[config.mk]
export PLATFORM = sky130hd
export DESIGN_NAME = systolic_array_2x2
export DESIGN_NICKNAME = d
export VERILOG_FILES = /design/src/rtl/tpu_pkg.sv /design/src/rtl/pe.sv /design/src/rtl/systolic_array_2x2.sv
export SDC_FILE = /design/constraint.sdc
export NUM_CORES = 1
export LEC_CHECK = 0
export ABC_AREA = 1
export CORE_UTILIZATION = 57
export CTS_CLUSTER_DIAMETER = 150
export DETAILED_ROUTE_END_ITERATION = 8
export PLACE_DENSITY = 0.88
export SYNTH_ARGS = -nofsm -noshare
export SYNTH_HDL_FRONTEND = slang
export SYNTH_SLANG_ARGS = --single-unit
[constraint.sdc]
create_clock -name clk -period 5.6 [get_ports clk]
set_input_delay 1.12 -clock clk [delete_from_list [all_inputs] [get_ports clk]]
set_output_delay 1.12 -clock clk [all_outputs]
set_load 0.03 [all_outputs]
[src/rtl/tpu_pkg.sv]
// tpu_pkg: shared widths and matrix-unit state encoding.
package tpu_pkg;
    localparam int DATA_W = 8;
    localparam int ACC_W  = 17;
    typedef enum logic [1:0] {IDLE, COMPUTE, DONE} mmu_state_t;
endpackage

[src/rtl/pe.sv]
// pe: systolic processing element with operand forwarding and a gated multiply-accumulate.
// Ports: clk, reset (sync, active-low); a_in/b_in operands; load overwrites acc with a*b,
// acc_en adds a*b to acc; a_out/b_out forward the registered operands; acc is the result.
module pe
    import tpu_pkg::*;
#(
    parameter int DATA_W = tpu_pkg::DATA_W,
    parameter int ACC_W  = tpu_pkg::ACC_W
) (
    input  logic              clk,
    input  logic              reset,
    input  logic [DATA_W-1:0] a_in,
    input  logic [DATA_W-1:0] b_in,
    input  logic              load,
    input  logic              acc_en,
    output logic [DATA_W-1:0] a_out,
    output logic [DATA_W-1:0] b_out,
    output logic [ACC_W-1:0]  acc
);
    logic [DATA_W-1:0]   a_q, b_q;
    logic [ACC_W-1:0]    acc_q, acc_d, prod;
    logic [2*DATA_W-1:0] mul;
    assign mul   = a_in * b_in;
    assign prod  = ACC_W'(mul);
    assign acc_d = load ? prod : acc_en ? acc_q + prod : acc_q;
    always_ff @(posedge clk) begin
        if (!reset) begin
            a_q   <= '0;
            b_q   <= '0;
            acc_q <= '0;
        end else begin
            a_q   <= a_in;
            b_q   <= b_in;
            acc_q <= acc_d;
        end
    end
    assign a_out = a_q;
    assign b_out = b_q;
    assign acc   = acc_q;
endmodule

[src/rtl/systolic_array_2x2.sv]
// systolic_array_2x2: output-stationary 2x2 matrix multiplier fed by skewed a/b streams.
// Ports: clk, reset (sync, active-low), start (beat-0 pulse), a_in1/a_in2 skewed activation rows,
// b_in1/b_in2 skewed weight columns, c11..c22 held results, busy (COMPUTE), done (one-cycle pulse).
module systolic_array_2x2
    import tpu_pkg::*;
#(
    parameter int DATA_W = tpu_pkg::DATA_W,
    parameter int ACC_W  = tpu_pkg::ACC_W
) (
    input  logic              clk,
    input  logic              reset,
    input  logic              start,
    input  logic [DATA_W-1:0] a_in1,
    input  logic [DATA_W-1:0] a_in2,
    input  logic [DATA_W-1:0] b_in1,
    input  logic [DATA_W-1:0] b_in2,
    output logic [ACC_W-1:0]  c11,
    output logic [ACC_W-1:0]  c12,
    output logic [ACC_W-1:0]  c21,
    output logic [ACC_W-1:0]  c22,
    output logic              busy,
    output logic              done
);
    mmu_state_t state_q, state_d;
    logic [1:0] k_q, k_d, beat;
    logic       active;
    logic [DATA_W-1:0] a_fwd [2][2];
    logic [DATA_W-1:0] b_fwd [2][2];
    logic [ACC_W-1:0]  acc   [2][2];
    always_ff @(posedge clk) begin
        if (!reset) begin
            state_q <= IDLE;
            k_q     <= '0;
        end else begin
            state_q <= state_d;
            k_q     <= k_d;
        end
    end
    always_comb begin
        state_d = state_q;
        k_d     = k_q;
        case (state_q)
            IDLE: if (start) begin
                state_d = COMPUTE;
                k_d     = 2'd1;
            end
            COMPUTE: begin
                k_d     = k_q + 2'd1;
                state_d = (k_q == 2'd3) ? DONE : COMPUTE;
            end
            default: state_d = IDLE;
        endcase
    end
    // Beat 0 happens on the accepting IDLE edge itself, so it is decoded from start, not k.
    assign active = (state_q == IDLE && start) || state_q == COMPUTE;
    assign beat   = (state_q == COMPUTE) ? k_q : 2'd0;
    for (genvar i = 0; i < 2; i++) begin : g_row
        for (genvar j = 0; j < 2; j++) begin : g_col
            logic [DATA_W-1:0] a_op, b_op;
            assign a_op = (j == 0) ? ((i == 0) ? a_in1 : a_in2) : a_fwd[i][0];
            assign b_op = (i == 0) ? ((j == 0) ? b_in1 : b_in2) : b_fwd[0][j];
            pe #(.DATA_W(DATA_W), .ACC_W(ACC_W)) u_pe (
                .clk    (clk),
                .reset  (reset),
                .a_in   (a_op),
                .b_in   (b_op),
                .load   (active && beat == 2'(i + j)),
                .acc_en (active && beat == 2'(i + j + 1)),
                .a_out  (a_fwd[i][j]),
                .b_out  (b_fwd[i][j]),
                .acc    (acc[i][j])
            );
        end
    end
    // Edge PEs forward operands that leave the array.
    logic unused_fwd;
    assign unused_fwd = ^{a_fwd[0][1], a_fwd[1][1], b_fwd[1][0], b_fwd[1][1]};
    assign c11  = acc[0][0];
    assign c12  = acc[0][1];
    assign c21  = acc[1][0];
    assign c22  = acc[1][1];
    assign busy = (state_q == COMPUTE);
    assign done = (state_q == DONE);
endmodule

# Word level (Yosys, flattened, before mapping)

Index checks and enable logic that the tools add are counted.

Bits of input ports: 35
Output and inout port bits: 70
Bits in registers: 104
Word-level logic and storage cells: 60

Multipliers: 4
Multiplexer cells: 13
Reductions and logical operators: 16
Add/sub/neg operators: 5
Bitwise logic cells: 1
Eq/ne operators: 7

Operator list:

| operator                                                         | number |
|---|---|
| 16-bit 2-to-1 mux                                                | 8 |
| 17-bit by 16-bit adder with 17-bit output                        | 4 |
| 8-bit by 8-bit multiplier with 16-bit output                     | 4 |
| 2-bit == test (second input constant)                            | 4 |
| 2-bit case mux with 2 select lines                               | 2 |
| 2-bit nonzero test                                               | 4 |
| 2-bit 2-to-1 mux                                                 | 3 |
| 2-bit OR reduction                                               | 3 |
| 1-bit logical AND                                                | 5 |
| 2-bit by 1-bit == test with 1-bit output (second input constant) | 2 |
| 2-bit logical NOT                                                | 2 |
| 2-bit by 1-bit adder with 2-bit output (second input constant)   | 1 |
| 2-bit != test (second input constant)                            | 1 |
| 2-bit AND reduction                                              | 1 |
| 1-bit logical OR                                                 | 1 |
| 1-bit NOT                                                        | 1 |

# Logic depth before layout (Yosys ltp)

Gate-level depths: netlist (run 1).

Depth in word-level cells: 6
Depth in mapped cells: 33
Depth with buffers taken out: 32

# Cells and area by module

From an unflattened synthesis (run 1), not the netlist that was laid out.

Cell total of the unflattened synthesis: 2865
Area, all modules: 18322.6 µm²

Modules (own cells, without submodules):

| module                       | area each (µm²) | times used | cells an instance | sequential area each (µm²) |
|---|---|---|---|---|
| pe at g_row[1].g_col[1].u_pe | 4564.4          | 1          | 716               | 660.6 |
| pe at g_row[0].g_col[0].u_pe | 4528.1          | 1          | 713               | 660.6 |
| pe at g_row[0].g_col[1].u_pe | 4524.3          | 1          | 702               | 660.6 |
| pe at g_row[1].g_col[0].u_pe | 4499.3          | 1          | 705               | 660.6 |
| systolic_array_2x2           | 206.4           | 1          | 29                | 80.1 |

# Worst setup path before layout (run 1)

No wires, ideal clock.

Path kind: input -> register
Start point: input port a_in2[5]
End point: register g_row[1].g_col[0].u_pe.acc_q[15]
Slack: -72 ps
Path buffers: 1
Required time: 5491 ps
Stages: 28
Arrival: 5563 ps
Path through: clkbuf_1 -> nand2_1 -> fa_1 -> fa_1 -> inv_1 -> fa_1 -> inv_1 -> fa_1 -> inv_1 -> ha_1 -> nand2_1 -> nand2_1 -> nand2_1 -> nand2_1 -> a21oi_1 -> nand2_1 -> and2_1 -> ha_1 -> nand2_1 -> inv_1 -> nand2_1 -> nand2_1 -> a21oi_1 -> nand3_1 -> nand3_1 -> nand3_1 -> nand2_1 -> inv_1

Word-level cells in the longest chain between the ends: 4

RTL lines:

| what                                             | line                     | text |
|---|---|---|
| start, declared                                  | systolic_array_2x2.sv:14 | `input logic [DATA_W-1:0] a_in2,` |
| 8-bit by 8-bit multiplier with 16-bit output (*) | pe.sv:23                 | `assign mul = a_in * b_in;` |
| 17-bit by 16-bit adder with 17-bit output        | pe.sv:25                 | `assign acc_d = load ? prod : acc_en ? acc_q + prod : acc_q;` |
| 16-bit 2-to-1 mux                                | pe.sv:25                 |  |
| 16-bit 2-to-1 mux (*)                            | pe.sv:25                 |  |
| end signal, assigned                             | pe.sv:30                 | `acc_q <= '0;` |
| end signal, assigned                             | pe.sv:34                 | `acc_q <= acc_d;` |
| end, declared                                    | pe.sv:21                 | `logic [ACC_W-1:0] acc_q, acc_d, prod;` |

Mark *: on every way between the ends. The rest lies on a longest branch, timed or not. The select of a mux whose other input is x is not followed.
A chain may end at the register's enable or synchronous reset.

# Worst setup path in the final report (run 1)

Start point: input port b_in2[4]
End point: register g_row[0].g_col[1].u_pe.acc_q[15]

Word-level cells in the longest chain between the ends: 4

RTL lines:

| what                                             | line                     | text |
|---|---|---|
| start, declared                                  | systolic_array_2x2.sv:16 | `input logic [DATA_W-1:0] b_in2,` |
| 8-bit by 8-bit multiplier with 16-bit output (*) | pe.sv:23                 |  |
| 17-bit by 16-bit adder with 17-bit output        | pe.sv:25                 |  |
| 16-bit 2-to-1 mux                                | pe.sv:25                 |  |
| 16-bit 2-to-1 mux (*)                            | pe.sv:25                 |  |
| end signal, assigned                             | pe.sv:30                 |  |
| end signal, assigned                             | pe.sv:34                 |  |
| end, declared                                    | pe.sv:21                 |  |

Marks and branches as above.

==> out/results.ini, run 1 <==
[synth]
synth_ff_type=dfxtp_1
synth_cells=2747
synth_area_um2=17400
synth_fp_nets=3143
syn_area_per_cell_um2=6.32
synthArstFlopShare_pct=0
yosys_warnings=0
yosys-top-cells-area=nand2_1, fa_1, ha_1
yosysTopAreaCellShare_pct=19.7
ys_ff_latch=104
synth_seq_area_share_pct=12.0
synth_edf_count=0
yosysTopAreaCell=nand2_1
synth_cell_types=40

[detailed_routing]
drt_iter0_drc=1648
num_vias=18500
viasPerCell=5.53
wire_per_inst_um=16.1
drc_errors=0
ant_nets=0
first_pass_iters=8
wirelength_um=53900

[critical_path]
max_stage_delay_ns=0.56
slowest_stage=fa_1
startpoint_type=input pin
crit_fanout=5
endpoint_kind=flop
worst-endpoint-arrival_ns=6.15
worst_ep_required_time_ns=5.92
path_common_cell=nand2_1
critPathKind=in -> reg

[global_routing]
track_usage_pct=32.4
grt_start_max_net_pins=46
grt_pass1_wl_um=81800
antenna_found_initial=0
first_global_vias=18200
overflow=0

[min_path]
hp-class=reg -> reg

[placed_design]
place_inst=3327
pre_cts_slack_ns=-0.911
place_area_um2=19800
place_congestion=0.980
hpwl_um=38500
place.port_buffers=104

[cts]
clk_pin_slew_worst_paths_ns=0.08
cts_buffers=9
clk_root_buffer_cell=clkbuf_16
clock_sinks=104
h-tree-depth=3
clock_latency_ns=0.37
cts_tree=done
clk_path_buf_depth=2

[layout]
fin_nets=3355
final_cell_mix=nand2_1, inv_1, buf_4
syn2layout_area_growth_pct=21.3
drive_gt1_share_pct=14.4
final_common_cell=nand2_1
antennaDiodeCount=0
final_cells=3354
finalInstanceArea_um2=21000

[sta]
finalCritPeriodShare_pct=104
worst_clock_skew_ns=0.0108
finalWorstSetupSlack_ns=-0.239
timing.fmax_mhz=171
slew_headroom_pct=23.5
fin_crit_ns=5.84
finalSetupViolations=7
worst_slew_pin_slew_ns=1.15
final-hold-violation-count=0
drv_slew=0

[floorplanning]
core_area_um2=29800
die_y_um=176
io_pins=105
start_util_pct=58.2
die_w_um=176
num_rows=63
die_area_um2=31100

[outcome]
status=finished, violations left
failed_checks=setup timing

[power]
vdd_drop_max_v=0.000482
p_per_area_nw_per_um2=310
leakagePower_nw=13.2
p_total_w=0.00652

[run]
max-cap-violations=0

## worst max-delay path, delay by kind of cell
family,cells,cell delay (ns)
AOI/OAI and AO/OA,2,0.24
xor gates and xnor gates,1,0.49
adders and majority gates,6,2.72
buffers and inverters,6,0.51
and+or+nand+nor,12,1.08
## sequential cells by signal, indices dropped and copies added (netlist names)
signal                  count
state_q                     2
k_q                         2
g_row.g_col.u_pe.a_out     16
g_row.g_col.u_pe.b_out     16
g_row.g_col.u_pe.acc       68
## per-stage QoR
step	TNS (ns)	hold slack (ns)	utilization (%)
after global placement	-16.37	0.470	66.3
final	-1.15	0.508	70.6
after detailed placement	-19.83	0.500	66.3
after global routing	-3.17	0.531	70.6
after CTS	0	0.509	68.7
after floorplan	-0.00830	0.458	-
## cell type report
cell class,instances,area [µm²]
clock inverter,7,85.1
fill,2191,8750
inverter,699,2640
timing repair buffer,292,2350
tap,390,488
multi-input combinational,1853,13200
sequential,104,2080
clock buffer,9,225
## synthesized netlist by cell type (2+ instances only)
cell type  count
fa_1         148
nor2_4         4
inv_4          2
nor2_1       132
clkbuf_1      70
and2_1        32
nor3_1         9
xnor2_1        8
inv_2          3
or2_2         10
buf_6         10
a21oi_1       86
o21bai_1       7
buf_4          4
nand2_1      909
o21ai_1        4
dfxtp_1      104
o21ai_0       27
nand3b_1      12
inv_1        692
a211oi_1       3
nand4_1       25
nand3_1      160
ha_1         213
a31oi_1       28
xor2_1        27
buf_2          5
## metal layers
metal / share of wire [%] / track usage [%] / vias to the layer above
li1: - / - / 8564
met1: 36 / 36.0 / 8580
met2: 49 / 58.8 / 1058
met3: 8.5 / 5.00 / 332
met4: 6.9 / 18.1 / 0
met5: 0 / 0 / -
## path summary, 6_finish.rpt
check                                       start                        endpoint  cells after the start  slack (ns)
setup reg to reg  g_row[0].g_col[0].u_pe.a_out[3]  g_row[0].g_col[1].u_pe.acc[15]                     26        0.01
hold reg to reg     g_row[0].g_col[1].u_pe.acc[2]   g_row[0].g_col[1].u_pe.acc[2]                      2        0.51
hold / removal      g_row[0].g_col[1].u_pe.acc[2]   g_row[0].g_col[1].u_pe.acc[2]                      2        0.51
setup / recovery                         b_in2[4]  g_row[0].g_col[1].u_pe.acc[15]                     27       -0.24
## timing repair
action / CTS / global route
hold buffers: 0 / 0
setup buffers: 3 / 8
pin swaps: 17 / 55
endpoints found under the setup margin: 28 / 29
cloned: 0 / 0
resized for setup: 95 / 180
## cell families after synthesis
kind of cell,share of synthesized area (%)
compound gates,4.91
flops,12.0
xor+xnor,1.77
fa+ha+maj,32.4
simple gates,31.1
buf+inv,17.8
## power by group
| part | switching (W) | internal, W |
|---|---|---|
| registers | 0.000111 | 0.000802 |
| logic | 0.00275 | 0.00216 |
| clock network | 0.000344 | 0.000357 |
No activity file was read; power rests on OpenSTA's default activity.
==> inputs of run 2 (changes only) <==
==> constraint.sdc (replaced) <==
create_clock -name clk -period 5.6 [get_ports clk]
set_input_delay 1.12 -clock clk [delete_from_list [all_inputs] [get_ports clk]]
set_output_delay 1.12 -clock clk [all_outputs]
set_load 0.005 [all_outputs]
==> results of run 2 <==
The final DEF is identical to that of run 1. Status: finished, violations left: setup timing.
Main changes from that run: total power 0.00652 W -> 0.00643 W; worst IR drop on VDD 0.000482 V -> 0.000441 V
